===== config.mk =====
export PLATFORM = sky130hd
export DESIGN_NAME = count_sequencer
export DESIGN_NICKNAME = d
export VERILOG_FILES = /design/src/rtl/count_sequencer.sv
export SDC_FILE = /design/constraint.sdc
export NUM_CORES = 1
export LEC_CHECK = 0
export CORE_ASPECT_RATIO = 0.5
export CORE_MARGIN = 2
export CORE_UTILIZATION = 30
export CTS_BUF_LIST = sky130_fd_sc_hd__clkbuf_2
export DETAILED_ROUTE_END_ITERATION = 10
export PLACE_DENSITY_LB_ADDON = 0.1
export SLEW_MARGIN = 20
export SYNTH_ARGS = -nofsm -noshare
export SYNTH_HDL_FRONTEND = slang
export SYNTH_SLANG_ARGS = --single-unit

===== constraint.sdc =====
create_clock -name clk -period 2.1 [get_ports clk]
set_input_delay 0.21 -clock clk [delete_from_list [all_inputs] [get_ports clk]]
set_output_delay 0.21 -clock clk [all_outputs]
set_load 0.02 [all_outputs]

===== src/rtl/count_sequencer.sv =====
// Bounded up/down/wrap/ping-pong counter sequencer with a prescaled step rate.
// Runs between latched bounds lo..hi and reports one-shot completion and rejected starts.
module count_sequencer #(
  parameter int unsigned PRESCALE = 1
) (
  input  logic       clk,
  input  logic       rst,
  input  logic       start,
  input  logic       stop,
  input  logic       pause,
  input  logic [1:0] mode,
  input  logic [3:0] lo,
  input  logic [3:0] hi,
  output logic [3:0] q,
  output logic       up,
  output logic       busy,
  output logic       done,
  output logic       err
);

  typedef enum logic {IDLE, RUN} state_t;

  localparam logic [7:0] LAST = 8'(PRESCALE - 1);

  state_t     state, state_n;
  logic [3:0] q_n, lo_r, lo_n, hi_r, hi_n;
  logic [1:0] mode_r, mode_n;
  logic [7:0] presc, presc_n;
  logic       up_n, done_n, err_n;
  logic       tick;

  assign busy = (state == RUN);
  assign tick = (presc == LAST);

  always_ff @(posedge clk) begin
    if (rst) begin
      state  <= IDLE;
      q      <= '0;
      up     <= 1'b1;
      done   <= 1'b0;
      err    <= 1'b0;
      presc  <= '0;
      lo_r   <= '0;
      hi_r   <= '0;
      mode_r <= '0;
    end else begin
      state  <= state_n;
      q      <= q_n;
      up     <= up_n;
      done   <= done_n;
      err    <= err_n;
      presc  <= presc_n;
      lo_r   <= lo_n;
      hi_r   <= hi_n;
      mode_r <= mode_n;
    end
  end

  always_comb begin
    state_n = state;
    q_n     = q;
    up_n    = up;
    done_n  = 1'b0;
    err_n   = 1'b0;
    presc_n = presc;
    lo_n    = lo_r;
    hi_n    = hi_r;
    mode_n  = mode_r;

    case (state)
      IDLE: begin
        // stop wins over a simultaneous start
        if (start && !stop) begin
          if (lo <= hi) begin
            state_n = RUN;
            mode_n  = mode;
            lo_n    = lo;
            hi_n    = hi;
            presc_n = '0;
            if (mode == 2'b01) begin
              q_n  = hi;
              up_n = 1'b0;
            end else begin
              q_n  = lo;
              up_n = 1'b1;
            end
          end else begin
            err_n = 1'b1;
          end
        end
      end

      RUN: begin
        if (stop) begin
          state_n = IDLE;
        end else if (!pause) begin
          if (!tick) begin
            presc_n = presc + 8'd1;
          end else begin
            presc_n = '0;
            case (mode_r)
              2'b00: begin
                if (q == hi_r) begin
                  state_n = IDLE;
                  done_n  = 1'b1;
                end else begin
                  q_n = q + 4'd1;
                end
              end
              2'b01: begin
                if (q == lo_r) begin
                  state_n = IDLE;
                  done_n  = 1'b1;
                end else begin
                  q_n = q - 4'd1;
                end
              end
              2'b10: begin
                q_n = (q == hi_r) ? lo_r : q + 4'd1;
              end
              default: begin
                // a single-value range only flips direction so q stays in bounds
                if (lo_r == hi_r) begin
                  up_n = ~up;
                end else if (up && (q == hi_r)) begin
                  up_n = 1'b0;
                  q_n  = q - 4'd1;
                end else if (!up && (q == lo_r)) begin
                  up_n = 1'b1;
                  q_n  = q + 4'd1;
                end else begin
                  q_n = up ? q + 4'd1 : q - 4'd1;
                end
              end
            endcase
          end
        end
      end

      default: state_n = IDLE;
    endcase
  end

endmodule


==> Word level (Yosys, flattened, before mapping) <==
Index checks and enable logic that the tools add are counted.
{ "word_totals": {"wordCells": 92, "inputBits": 15, "output_inout_bits": 8, "register_bits": 26} }
{ "classes": {"mux": 45, "n_eq_ne": 16, "bitwise_logic": 4, "n_addsub": 3, "n_reduce_logical": 14, "magnitude_cmp": 1} }
{ "ops": {"columns": ["op", "count"], "rows": [
  ["$mux 4", 13],
  ["$mux 8", 5],
  ["$mux 1", 20],
  ["$pmux 8 s2", 1],
  ["$eq 4x4->1", 3],
  ["$pmux 4 s3", 1],
  ["$ne 2x2->1 const B", 5],
  ["$add 8x1->8 const B", 1],
  ["$logic_not 8->1", 1],
  ["$pmux 1 s2", 4],
  ["$pmux 4 s2", 1],
  ["$reduce_and 8->1", 1],
  ["$reduce_and 7->1", 1],
  ["$ne 3x3->1 const B", 2],
  ["$reduce_or 3->1", 2],
  ["$ne 5x2->1 const B", 1],
  ["$reduce_or 5->1", 1],
  ["$add 4x1->4 const B", 1],
  ["$eq 2x1->1 const B", 2],
  ["$le 4x4->1", 1],
  ["$ne 4x1->1 const B", 1],
  ["$not 1->1", 4],
  ["$reduce_and 4->1", 1],
  ["$sub 4x1->4 const B", 1],
  ["6 further kinds", 9]
]} }

==> Longest topological paths before layout <==
Gate-level depths: netlist (run 1).
{ "logic_depth": {"ltp_word": 10, "mapped_depth": 9, "mapped_depth_nobuf": 8} }

==> Worst setup path after synthesis (run 1) <==
No wires, ideal clock.
{ "synth_path": {"path_kind": "register to register", "start": "register state, in the netlist busy", "end": "register q[2]", "n_path_buf": 1, "setup_ns": 0.136, "path_stages_with_launch": 8, "required_ns": 1.964, "synth_period_minus_slack_ns": 2.016, "setup_slack_ns": 0.084, "arrival_time_ns": 1.880, "cell_sequence": "dfxtp_1 or3b_4 or2_0 o21a_1 buf_6 a211oi_4 and3_1 a211oi_2"} }
{ "synth_between": {"elab_chain_cells": 3, "word_cells_on_any_way": 11, "classes_between": "eq/ne: 8; mux: 1; bitwise: 1; reduce/logical: 1"} }
{ "synth_lines": {"columns": ["element", "line", "rtl"], "rows": [
  ["start, declared", "25", "state_t state, state_n;"],
  ["start signal, assigned", "47", "state <= state_n;"],
  ["$not 1->1 (no source line)", null, null],
  ["$ne 2x2->1 (no source line)", null, null],
  ["$reduce_and 8->1 (no source line)", null, null],
  ["end signal, assigned", "48", "q <= q_n;"],
  ["end, declared", "14", "output logic [3:0] q,"]
]} }
Parallel ways exist; a longest one is shown, timed or not.
A chain may end at the register's enable or synchronous reset.

==> Worst setup path after layout (run 1) <==
{ "layout_path": {"start": "register state, in the netlist busy", "end": "register q[3]"} }
The elaborated chain is that of the path after synthesis.

==> results of run 1 <==
==> cells by family (layout without fill, tap and decap cells) <==
group / count (synthesis) / count (layout)
simple gates: 84 / 84
mux: 18 / 18
fa+ha+maj: 12 / 12
flops: 26 / 26
buf+inv: 26 / 70
compound gates: 42 / 42
xor+xnor: 20 / 20
==> through the flow <==
step | TNS, ps | cell area [µm²] | setup WS (ps) | power, W | cells
2_1_floorplan | 0 | 1936 | 84.23 | 0.0008728 | 228
5_1_grt | 0 | 2524 | 0.2895 | 0.001528 | 360
3_5_place_dp | -6355 | 2432 | -335.1 | 0.001079 | 356
4_1_cts | 0 | 2477 | 35.77 | 0.001423 | 360
3_3_place_gp | -5698 | 2432 | -330.1 | 0.001079 | 356
6_report | 0 | 2524 | 113.7 | 0.001429 | 360
==> worst max-delay path by stage <==
stage / cells past startpoint / to / slack, ps
global placement: 9 / q[3] / -330
CTS: 8 / q[3] / 40
finish: 6 / q[3] / 110
global route: 6 / q[3] / 0.3
floorplan: 7 / q[2] / 80
detailed placement: 9 / q[3] / -340
==> worst max-delay path, stage by stage (launching register included) <==
cell and delay (ps):
dfxtp_2 390, or3b_4 400, or2_0 220, o21a_2 250, a211oi_4 350, o211a_1 220, o31ai_2 60
==> routing by layer <==
layer	global-route usage, %	up-vias
met5	0	-
met4	3.787	0
met3	3.195	6
met2	24.23	37
met1	22.05	822
li1	-	897
==> cell type report <==
cell class | instances | area share [%]
clock buffers | 3 | 0.5949
clock inverters | 1 | 1.190
inverters | 14 | 2.082
multi-input cells | 176 | 53.15
flip-flops and latches | 26 | 20.97
well taps | 88 | 4.363
repair buffers | 52 | 17.65
==> what timing repair did <==
| item | in CTS | in global routing |
|---|---|---|
| setup endpoints to repair | 0 | 5 |
| buffers inserted | 0 | 0 |
| gates resized for setup | 0 | 14 |
| hold buffers | 0 | 0 |
==> state kept, by name (all words and copies together), names as in the netlist <==
signal / count
q: 4
up: 1
done: 1
err: 1
presc: 8
lo_r: 4
hi_r: 4
busy: 1
mode_r: 2
==> where the power goes <==
part	switching (W)	internal (W)
Sequential	0.0000287	0.000518
Combinational	0.000274	0.000269
Clock	0.000175	0.000164
==> Yosys cell counts (7+ instances only) <==
library cell  count
inv_1            14
nor2_1           29
dfxtp_1          26
ha_1             12
xnor2_1           9
mux2i_1          15
nor3_1            7
xor2_1           11
nand2_1          14
==> flow_summary.ini, run 1 <==
[outcome]
status = completed

[worst_setup_path]
endpoint_kind = flop
reg2reg_depth = 6
cp.arrival_ps = 2290
r2r_slack_ps = 110
critPathKind = reg -> reg
startpoint_type = flop
critPathRequiredTime_ps = 2400
rr_endpoint = q[3]
timing.rr.start = busy
worst-path-max-fanout = 6
crit_start = busy

[floorplan]
fp-row-count = 20
start_util_pct = 31.44
die_x_um = 117.6
die_y_um = 60.80
io_pins = 23
die_area_um2 = 7150
core_um2 = 6156

[cells_and_area]
seq_area_um2 = 529.3
syn_to_final_growth_pct = 30.38
insertedDiodeCount = 0
post-route-util_pct = 41.00
drive_above_1_share_pct = 20.96
fillers = 642
nets = 300
final_common_cell = buf_4
multiInputGateArea_um2 = 1341
final_cell_mix = buf_4, nor2_1, clkdlybuf4s50_1

[sta]
holdWs_ps = 432.0
slew_viol_final = 0
rsz0062_at_grt = no
hold_violations = 0
maxSlewHeadroom_pct = 67.56
period_minus_slack_ps = 1986
timing.final.crit_share_pct = 94.58
worst_pin_slew_ps = 485.1
finalSetupViolCount = 0
skew_ps = 7.639
timing.fmax_mhz = 503.5

[synth]
ys.flop_type = dfxtp_1
yosysSeqAreaShare_pct = 26.89
synth_top_family_by_area = simple AND/OR/NAND/NOR gates
syn_nets = 255
synthAdderAreaFrac_pct = 7.757
synth_cell_types = 55
synth_seq_cells = 26
synthMuxAreaShare_pct = 9.632
synth_edf_count = 0
synth_compound_area_share_pct = 17.97
synth_top_cell_by_area = dfxtp_1
synth.yosys.warnings = 0
synth-xor-area-share_pct = 9.050
synth_top_area_share_pct = 26.89
synth_area_leaders = dfxtp_1, ha_1, mux2i_1
postSynthAreaPerCell_um2 = 8.490
syn_inst = 228
synthesis.area_um2 = 1936
async_reset_ff_share_pct = 0
yosys.area_share.simple_pct = 22.95

[clock_tree]
cts.path.max_buffers = 2
cts_tree = done
htree_levels = 1
cts.sinks = 26
clkTransAtPathRegs_ps = 280
root_buffer = clkbuf_2
clk_latency_ps = 380
cts_buffers = 3

[drt]
firstDrtPassIters = 4
num_vias = 1762
met3_length_um = 178
met2_length_um = 2049
dr.max_layer_used = met4
drt-wirelength-per-cell_um = 14.16
wirelength_um = 5097
antenna_left = 0
via_per_inst = 4.894
drt_iter0_drc = 72
drc_errors = 0
met1_length_um = 2794

[global_routing]
grt_pass1_wl_um = 8535
track_usage_pct = 15.44
grt-ovfl-total = 0
grt_start_max_net_pins = 16
grt_pass1_vias = 1649
antenna_found_initial = 0

[place]
hpwl_um = 3979
portBuffers = 22
place.gp.congestion = 0.8528

[worst_hold_path]
min_path_type = in -> reg
min_from = mode[1]
hold_depth = 3
hold_path_end = mode_r[1]

[power_and_ir_drop]
pwr_density_cell_nw_per_um2 = 566.0
max-vdd-ir-drop_v = 0.0002655
leakage_nw = 1.032

[flow_run]
cap_violations = 0
No activity file was read; power rests on OpenSTA's default activity.
==> run 2, diff against run 1 <==
Settings changed: SLEW_MARGIN 20 to 5.
==> results of run 2 <==
No change in the layout: final DEF, timing and power equal those of run 1.
